[src/rtl/serial_add_pkg.sv]
// Shared definitions for the bit-serial adder controller: state encoding
// and the bit-counter width derivation.
package serial_add_pkg;

    localparam logic ST_IDLE = 1'b0;
    localparam logic ST_RUN  = 1'b1;

    typedef enum logic {
        S_IDLE = ST_IDLE,
        S_RUN  = ST_RUN
    } state_e;

    // A one-bit adder still needs a one-bit counter, so clamp the minimum to 1.
    function automatic int cnt_width(input int width);
        return (width <= 1) ? 1 : $clog2(width);
    endfunction

endpackage

[src/rtl/full_adder.sv]
// Single-bit full adder cell, reused every cycle by the serial controller.
module full_adder (
    input  logic a,
    input  logic b,
    input  logic cin,
    output logic sum,
    output logic cout
);

    // Pure combinational sum and carry.
    always_comb begin
        sum  = a ^ b ^ cin;
        cout = (a & b) | (a & cin) | (b & cin);
    end

endmodule

[src/rtl/serial_add_ctrl.sv]
// Bit-serial adder controller: walks one full_adder across WIDTH cycles,
// LSB first, and reports sum, carry-out and signed overflow with a done pulse.
module serial_add_ctrl
    import serial_add_pkg::*;
#(
    parameter  int WIDTH = 8,
    localparam int CNT_W = cnt_width(WIDTH)
) (
    input  logic             clk,
    input  logic             rst,
    input  logic             start,
    input  logic [WIDTH-1:0] a,
    input  logic [WIDTH-1:0] b,
    input  logic             cin,
    output logic             busy,
    output logic             done,
    output logic [WIDTH-1:0] sum,
    output logic             cout,
    output logic             ovf
);

    localparam logic [CNT_W-1:0] CNT_LAST = CNT_W'(WIDTH - 1);

    state_e           state_q, state_d;
    logic [WIDTH-1:0] aSh_q, aSh_d;
    logic [WIDTH-1:0] bSh_q, bSh_d;
    logic [WIDTH-1:0] res_q, res_d;
    logic             carry_q, carry_d;
    logic [CNT_W-1:0] cnt_q, cnt_d;
    logic             done_q, done_d;
    logic [WIDTH-1:0] sum_q, sum_d;
    logic             cout_q, cout_d;
    logic             ovf_q, ovf_d;
    logic             faSum;
    logic             faCout;

    full_adder u_fa (
        .a    (aSh_q[0]),
        .b    (bSh_q[0]),
        .cin  (carry_q),
        .sum  (faSum),
        .cout (faCout)
    );

    // State and datapath registers; reset discards any in-flight add.
    always_ff @(posedge clk) begin
        if (rst) begin
            state_q <= S_IDLE;
            aSh_q   <= '0;
            bSh_q   <= '0;
            res_q   <= '0;
            carry_q <= 1'b0;
            cnt_q   <= '0;
            done_q  <= 1'b0;
            sum_q   <= '0;
            cout_q  <= 1'b0;
            ovf_q   <= 1'b0;
        end else begin
            state_q <= state_d;
            aSh_q   <= aSh_d;
            bSh_q   <= bSh_d;
            res_q   <= res_d;
            carry_q <= carry_d;
            cnt_q   <= cnt_d;
            done_q  <= done_d;
            sum_q   <= sum_d;
            cout_q  <= cout_d;
            ovf_q   <= ovf_d;
        end
    end

    // Next-state logic: capture operands in IDLE, shift one bit per RUN cycle,
    // and publish the result only on the final RUN edge.
    always_comb begin
        state_d = state_q;
        aSh_d   = aSh_q;
        bSh_d   = bSh_q;
        res_d   = res_q;
        carry_d = carry_q;
        cnt_d   = cnt_q;
        done_d  = 1'b0;
        sum_d   = sum_q;
        cout_d  = cout_q;
        ovf_d   = ovf_q;
        case (state_q)
            S_IDLE: begin
                if (start) begin
                    state_d = S_RUN;
                    aSh_d   = a;
                    bSh_d   = b;
                    carry_d = cin;
                    cnt_d   = '0;
                end
            end
            S_RUN: begin
                aSh_d   = aSh_q >> 1;
                bSh_d   = bSh_q >> 1;
                res_d   = (res_q >> 1) | (WIDTH'(faSum) << (WIDTH - 1));
                carry_d = faCout;
                cnt_d   = cnt_q + CNT_W'(1);
                if (cnt_q == CNT_LAST) begin
                    state_d = S_IDLE;
                    cnt_d   = '0;
                    done_d  = 1'b1;
                    sum_d   = res_d;
                    cout_d  = faCout;
                    ovf_d   = carry_q ^ faCout;
                end
            end
            default: state_d = S_IDLE;
        endcase
    end

    // Drive outputs straight from registers.
    always_comb begin
        busy = (state_q == S_RUN);
        done = done_q;
        sum  = sum_q;
        cout = cout_q;
        ovf  = ovf_q;
    end

endmodule

[config.mk]
export PLATFORM = sky130hd
export DESIGN_NAME = serial_add_ctrl
export DESIGN_NICKNAME = d
export VERILOG_FILES = /design/src/rtl/serial_add_pkg.sv /design/src/rtl/full_adder.sv /design/src/rtl/serial_add_ctrl.sv
export SDC_FILE = /design/constraint.sdc
export NUM_CORES = 1
export LEC_CHECK = 0
export BUFFER_PORTS_ARGS = -buffer_cell sky130_fd_sc_hd__buf_4
export CAP_MARGIN = 25
export CORE_ASPECT_RATIO = 1.2
export CORE_MARGIN = 2
export CORE_UTILIZATION = 55
export CTS_CLUSTER_SIZE = 10
export DETAILED_ROUTE_END_ITERATION = 6
export GPL_ROUTABILITY_DRIVEN = 0
export HOLD_SLACK_MARGIN = 0.1
export PLACE_DENSITY_LB_ADDON = 0.3
export SYNTH_ARGS = -nofsm -noshare
export SYNTH_HDL_FRONTEND = slang
export SYNTH_HIERARCHICAL = 1
export SYNTH_SLANG_ARGS = --single-unit
export TNS_END_PERCENT = 5
[constraint.sdc]
create_clock -name clk -period 3.3 [get_ports clk]
set_input_delay 0.165 -clock clk [delete_from_list [all_inputs] [get_ports clk]]
set_output_delay 0.165 -clock clk [all_outputs]
set_load 0.03 [all_outputs]
==> results of run 1 <==
-- routing by layer --
layer  vias to the layer above  global-route usage (%)
met1                       594                    21.4
met5                         -                       0
met3                         4                    6.30
met2                        26                    31.7
met4                         0                    5.49
li1                        630                       -
-- through the flow --
| step | hold slack, ns | setup slack [ns] | instances | power (mW) |
|---|---|---|---|---|
| 5_1_grt | 0.126 | 1.40 | 225 | 0.935 |
| 3_5_place_dp | 0.462 | 1.60 | 217 | 0.625 |
| 4_1_cts | 0.114 | 1.53 | 225 | 0.896 |
| 2_1_floorplan | 0.347 | 2.06 | 165 | 0.600 |
| 3_3_place_gp | 0.457 | 1.72 | 217 | 0.620 |
| 6_report | 0.111 | 1.52 | 225 | 0.891 |
-- power groups by stage --
stage	sequential [mW]	combinational (mW)	clock [mW]
6_report	0.517	0.0966	0.277
5_1_grt	0.522	0.108	0.305
4_1_cts	0.517	0.0983	0.280
3_5_place_dp	0.528	0.0972	0
3_3_place_gp	0.526	0.0935	0
2_1_floorplan	0.514	0.0861	0
-- Yosys cell counts --
library cell	instances
a211oi_1	9
a211oi_2	7
a21bo_2	9
a21oi_1	13
a311oi_1	1
buf_2	6
buf_4	2
buf_6	4
clkbuf_1	3
dfxtp_1	39
fa_1	1
ha_1	3
inv_2	1
mux2i_1	24
nand2_1	3
nand3_1	9
nor2_1	9
nor2b_1	15
nor3_1	2
or3b_1	4
xnor2_1	1
-- cell usage in the layout, fill, tap and decap left out --
master     n
a311oi_1   1
clkbuf_8   2
xnor2_1    1
dfxtp_1   38
a211oi_1   9
a211oi_2   7
fa_1       1
buf_4     31
a21bo_2    9
nand2_1    3
dfxtp_2    1
or3b_1     4
clkbuf_4   5
mux2i_1   24
nand3_1    9
nor2b_1   15
a21oi_1   13
inv_2      1
clkbuf_1   1
nor2_1     9
nor3_1     2
ha_1       3
-- logic make-up after synthesis --
logic type,Yosys count
simple gates,42
mux,24
buf+inv,16
xor+xnor,1
flops,39
fa+ha+maj,4
compound gates,39
-- state kept, by name, summed over array words and instances, names as in the netlist --
signal and flops:
done 1, carry_q 1, sum 8, cout 1
busy 1, aSh_q 8, ovf 1, bSh_q 8
res_q 7, cnt_q 3
-- final timing paths --
| check | to | slack, ns |
|---|---|---|
| max | busy | 1.52 |
| min | aSh_q[7] | 0.11 |
| min reg2reg | sum[0] | 0.47 |
| max reg2reg | bSh_q[3] | 1.59 |
-- layout make-up --
class / instances / area share, %
sequential: 39 / 39.4
timing repair buffer: 31 / 11.7
tap: 36 / 2.27
inverter: 1 / 0.189
clock buffer: 8 / 3.46
multi-input combinational: 110 / 43.0
==> summary.txt, run 1 <==
Setup path
  – WP data arrival: about 1.6 ns
  – Critical path class: register to output port
  – Critical Path Source: busy
  – Critical R2R Launch: busy
  – Crit path depth: 1
  – Critical-path cell list: buf_4
  – FF-to-FF path depth: 2
  – Critical path's top delay family: flip-flops
  – CP Launch Type: register
  – Slowest CP cell: dfxtp_2
  – Worst Setup End Kind: output port
  – CP required: between 3 and 4 ns
  – Slowest stage delay, CP: ~0.96 ns
  – WP buf/inv: 1
  – Max FO, Critical Path: 55

Status
  – Outcome: finished clean

Worst hold path
  – Hold Crit Class: primary input to register
  – Hold depth: 3
  – Worst Hold Launch: a[7]

Drt
  – DRT iter0 DRCs: 24
  – Via count: 1,254
  – Remaining DRCs: 0
  – Via density: 5.57
  – Wire per inst: 13.6 microns
  – DRT Pass-1 Iters: 4
  – DRT met1 WL: between 1000 and 1500 microns
  – Post-route ant nets: 0
  – Top layer in use: met4
  – Met2 routed WL: 1510 microns
  – Met3 WL: 152 microns
  – Final wirelength: 3050 microns

Clock tree
  – CTS Hold Bufs: 0
  – H-tree depth: 2
  – Clock Path Buffers: 2
  – Worst-Skew Late Latency: 0.35 ns
  – CTS tree: yes
  – Post-CTS Repair Setup Buffers: 0
  – Worst-path clk slew: 0.12 ns
  – Clock Sinks: 39
  – Post-CTS sizing: 0
  – CTS root buf: clkbuf_4
  – Total CTS buffers: 5

GRT
  – Vias in the first global route: 1,201
  – Total grt overflow: 0
  – Gr usage total: 18.3%
  – Initial antenna violation count: 0
  – Largest net degree at the start of global routing: 56
  – First-pass GRT wire length: 5300 microns

STA
  – Fin. Hold Viols: 0
  – Tmin final: 1.78 ns
  – Worst Tran Pin Value: 0.941 ns
  – Clock skew: 0.0102 ns
  – Setup-failing EPs final: 0
  – Setup TNS: 0 ns
  – Final worst path period share: 53.9%
  – Fin. max-slew vios: 0
  – Unrepaired setup endpoints after global routing: false
  – Max_slew headroom: 37.3%
  – FMAX: between 500 and 600 MHz

Yosys
  – Yosys top cell area share: ~45%
  – Mux cell area share after synthesis: 13.8%
  – Sequential share of the synthesized area: 44.9%
  – Syn Inst Count: 165
  – Ys Warns: 6
  – Avg Cell Area, Syn: 10.5 sq um
  – Largest family of logic cells by synthesized area: compound AO/OA/AOI/OAI gates
  – Synth Cell Area: around 1700 sq um
  – Synth Area in XOR/XNOR: 0.503%
  – Synth Area in Compound Gates: 18.3%
  – Cell variety after synth: 21
  – Syn_nets: 189
  – Synth Area in Adders: 3.31%
  – #FFs+latches synth: 39
  – Post-synth top area cell: dfxtp_1
  – Ranking of synthesized cells by area: dfxtp_1 (45%), mux2i_1 (14%), nor2b_1 (5.4%), a21bo_2 (5.2%), a211oi_2 (5.0%)
  – Synth Area in Simple Gates: a little over an eighth

Pwr
  – Worst VDD drop: 337 uV
  – Switch share: between 20% and 30%
  – Combinational share of power: around 11%
  – P_int: 670 uW
  – Clock power share: 31.1%
  – Static leakage: about 0.84 nW
  – NetSw: 221 uW
  – Sequential power share: between 50% and 60%
  – Power Dens Cells: 448 nW/um^2

Layout
  – Layout cell share with drive strength beyond 1: 29.6%
  – Fin area: 1990 sq um
  – Area Growth Syn to Fin: 14.2%
  – Nets@finish: 212
  – Final core utilization: 65.6%
  – Sequential cell area: 782 sq um
  – N_diodes: 0
  – # fillers: 257
  – Multi-input gate area: 855 sq um

Floorplan
  – Die Span Y: 65.6 microns
  – Core area: 3030 sq um
  – Starting Density: a little under three fifths
  – Die Span X: 55.4 microns
  – I/O pin count: 32
  – Rows: 22
  – DIE AREA: 3630 sq um

Run
  – Max cap viols: 0

Place
  – Port bufs: 31
  – Post-DP HPWL: slightly below 2000 microns
  – Post-Place Cell Area: 1920 sq um
No activity file was read; power rests on OpenSTA's default activity.
==> run 2: changes to the inputs <==
Settings changed: CORE_UTILIZATION 55 to 54.
Clock period 3.3 ns to 1.8 ns, I/O delays scaled along.
==> run 2 against run 1 <==
  * Sequential power increased by 80%
  * Sequential share of layout area is 2.0 points lower
  * Core utilization is 2.3 points higher
  * Sequential cell count unchanged
  * Hold slack better by 0.0039 ns
  * First-iteration DRC count grew 8.3%
  * Largest cell class unchanged
  * Highest routed layer unchanged
==> summary.txt, run 2 (same netlist as run 1, synthesis figures left out) <==
Status
  – Outcome: finished clean

Clock tree
  – Worst-path clk slew: 0.11 ns
  – Clock Path Buffers: 2
  – Total CTS buffers: 5
  – Worst-Skew Late Latency: 0.34 ns
  – Clock Sinks: 39
  – H-tree depth: 2
  – CTS root buf: clkbuf_4
  – CTS tree: yes

Setup path
  – Worst Setup End Kind: register
  – Critical path class: register to register
  – WP buf/inv: 1
  – WP data arrival: roughly 1.6 ns
  – CP required: 2.08 ns
  – Slowest stage delay, CP: 0.34 ns
  – Critical-path cell list: ha_1 -> ha_1 -> buf_4 -> a21bo_2 -> a21oi_1
  – Max FO, Critical Path: 21
  – CP Launch Type: register
  – Cell mode on critical path: ha_1
  – Critical path's top delay family: adder cells
  – Slowest CP cell: dfxtp_1

Drt
  – Final wirelength: 3050 microns
  – DRT Pass-1 Iters: 4
  – Via count: 1,264
  – Via density: 5.38
  – Remaining DRCs: 0
  – DRT iter0 DRCs: 26
  – Wire per inst: 13.0 microns
  – Post-route ant nets: 0

Pwr
  – Worst VDD drop: 605 uV
  – Power Dens Cells: 784 nW/um^2
  – Static leakage: 0.883 nW

Layout
  – Area Growth Syn to Fin: 20.3%
  – Nets@finish: 222
  – Final cell count without fillers: 235
  – Most frequent cells in the layout: dfxtp_1 (38), buf_4 (32), mux2i_1 (24)
  – N_diodes: 0
  – Layout cell share with drive strength beyond 1: between 20% and 30%
  – # fillers: 251
  – Most common cell after layout, fill and taps aside: dfxtp_1
  – Fin area: 2090 sq um

Worst hold path
  – Hold Crit Class: primary input to register

GRT
  – Gr usage total: a little under a fifth
  – First-pass GRT wire length: 5330 microns
  – Largest net degree at the start of global routing: 40
  – Initial antenna violation count: 0
  – Vias in the first global route: 1,244
  – Total grt overflow: 0

Floorplan
  – Die Span X: roughly 56 microns
  – Starting Density: 56.5%
  – Rows: 22
  – I/O pin count: 32
  – Core area: ~3000 sq um
  – Die Span Y: 66.2 microns
  – DIE AREA: 3700 sq um

Place
  – Post-DP HPWL: 1960 microns
  – Post-Place Cell Area: 1950 sq um
  – Port bufs: 31
  – Inst Count DP: 219

STA
  – Tmin final: 1.35 ns
  – FMAX: 743 MHz
  – Setup-failing EPs final: 0
  – Setup TNS: 0 ns
  – Clock skew: 0.00191 ns
  – Unrepaired setup endpoints after global routing: false
  – Fin. max-slew vios: 0
  – Worst Tran Pin Value: 0.428 ns
  – Max_slew headroom: 71.5%
  – Fin. Hold Viols: 0
  – Final worst path period share: 74.8%

Run
  – Max cap viols: 0
==> run 2: cell type report <==
| cell class | count | area (sq um) | share of cell area, % |
|---|---|---|---|
| tap | 36 | 45.0 | 2.15 |
| sequential | 39 | 782 | 37.3 |
| timing repair buffer | 41 | 340 | 16.2 |
| inverter | 1 | 3.75 | 0.179 |
| clock buffer | 8 | 68.8 | 3.29 |
| multi-input combinational | 110 | 855 | 40.8 |
==> run 2: where the power goes <==
part           internal (mW)  switching (mW)
clock                  0.230           0.268
sequential             0.902          0.0291
combinational          0.112          0.0996
==> run 2: worst min-delay path: stages <==
cell,delay [ns]
buf_4,0.11
mux2i_1,0.12
a211oi_1,0.09
==> run 2: routing by layer <==
metal / global-route usage [%] / wire [microns] / up-vias / part of all wire (%)
met2: 33.8 / 1580 / 27 / 52
met1: 20.3 / 1320 / 585 / 43
met5: 0 / 0 / - / 0
li1: - / - / 650 / -
met4: 5.36 / 13 / 0 / 0.43
met3: 6.46 / 134 / 2 / 4.4
==> run 2: per-stage QoR <==
step / hold slack, ns / util, % / power [mW] / setup WS [ns]
global route: 0.118 / 67.9 / 1.73 / 0.337
CTS: 0.103 / 67.9 / 1.66 / 0.436
floorplan: 0.272 / - / 1.10 / 0.555
detailed placement: 0.407 / 63.1 / 1.15 / 0.466
global placement: 0.380 / 63.1 / 1.14 / 0.506
finish: 0.115 / 67.9 / 1.64 / 0.453
==> run 2: worst paths after layout <==
| kind | to | depth (start not counted) | slack [ns] | startpoint |
|---|---|---|---|---|
| setup / recovery | sum[1] | 5 | 0.45 | cnt_q[0] |
| hold / removal | aSh_q[4] | 3 | 0.11 | a[4] |
| setup reg to reg | sum[1] | 5 | 0.45 | cnt_q[0] |
| hold reg to reg | sum[0] | 2 | 0.48 | res_q[1] |
==> run 2: repair_timing <==
item / 4_1_cts / 5_1_grt
hold buffers: 8 / 0
setup buffers: 0 / 0
resized for setup: 0 / 0
hold endpoints to repair: 8 / 0
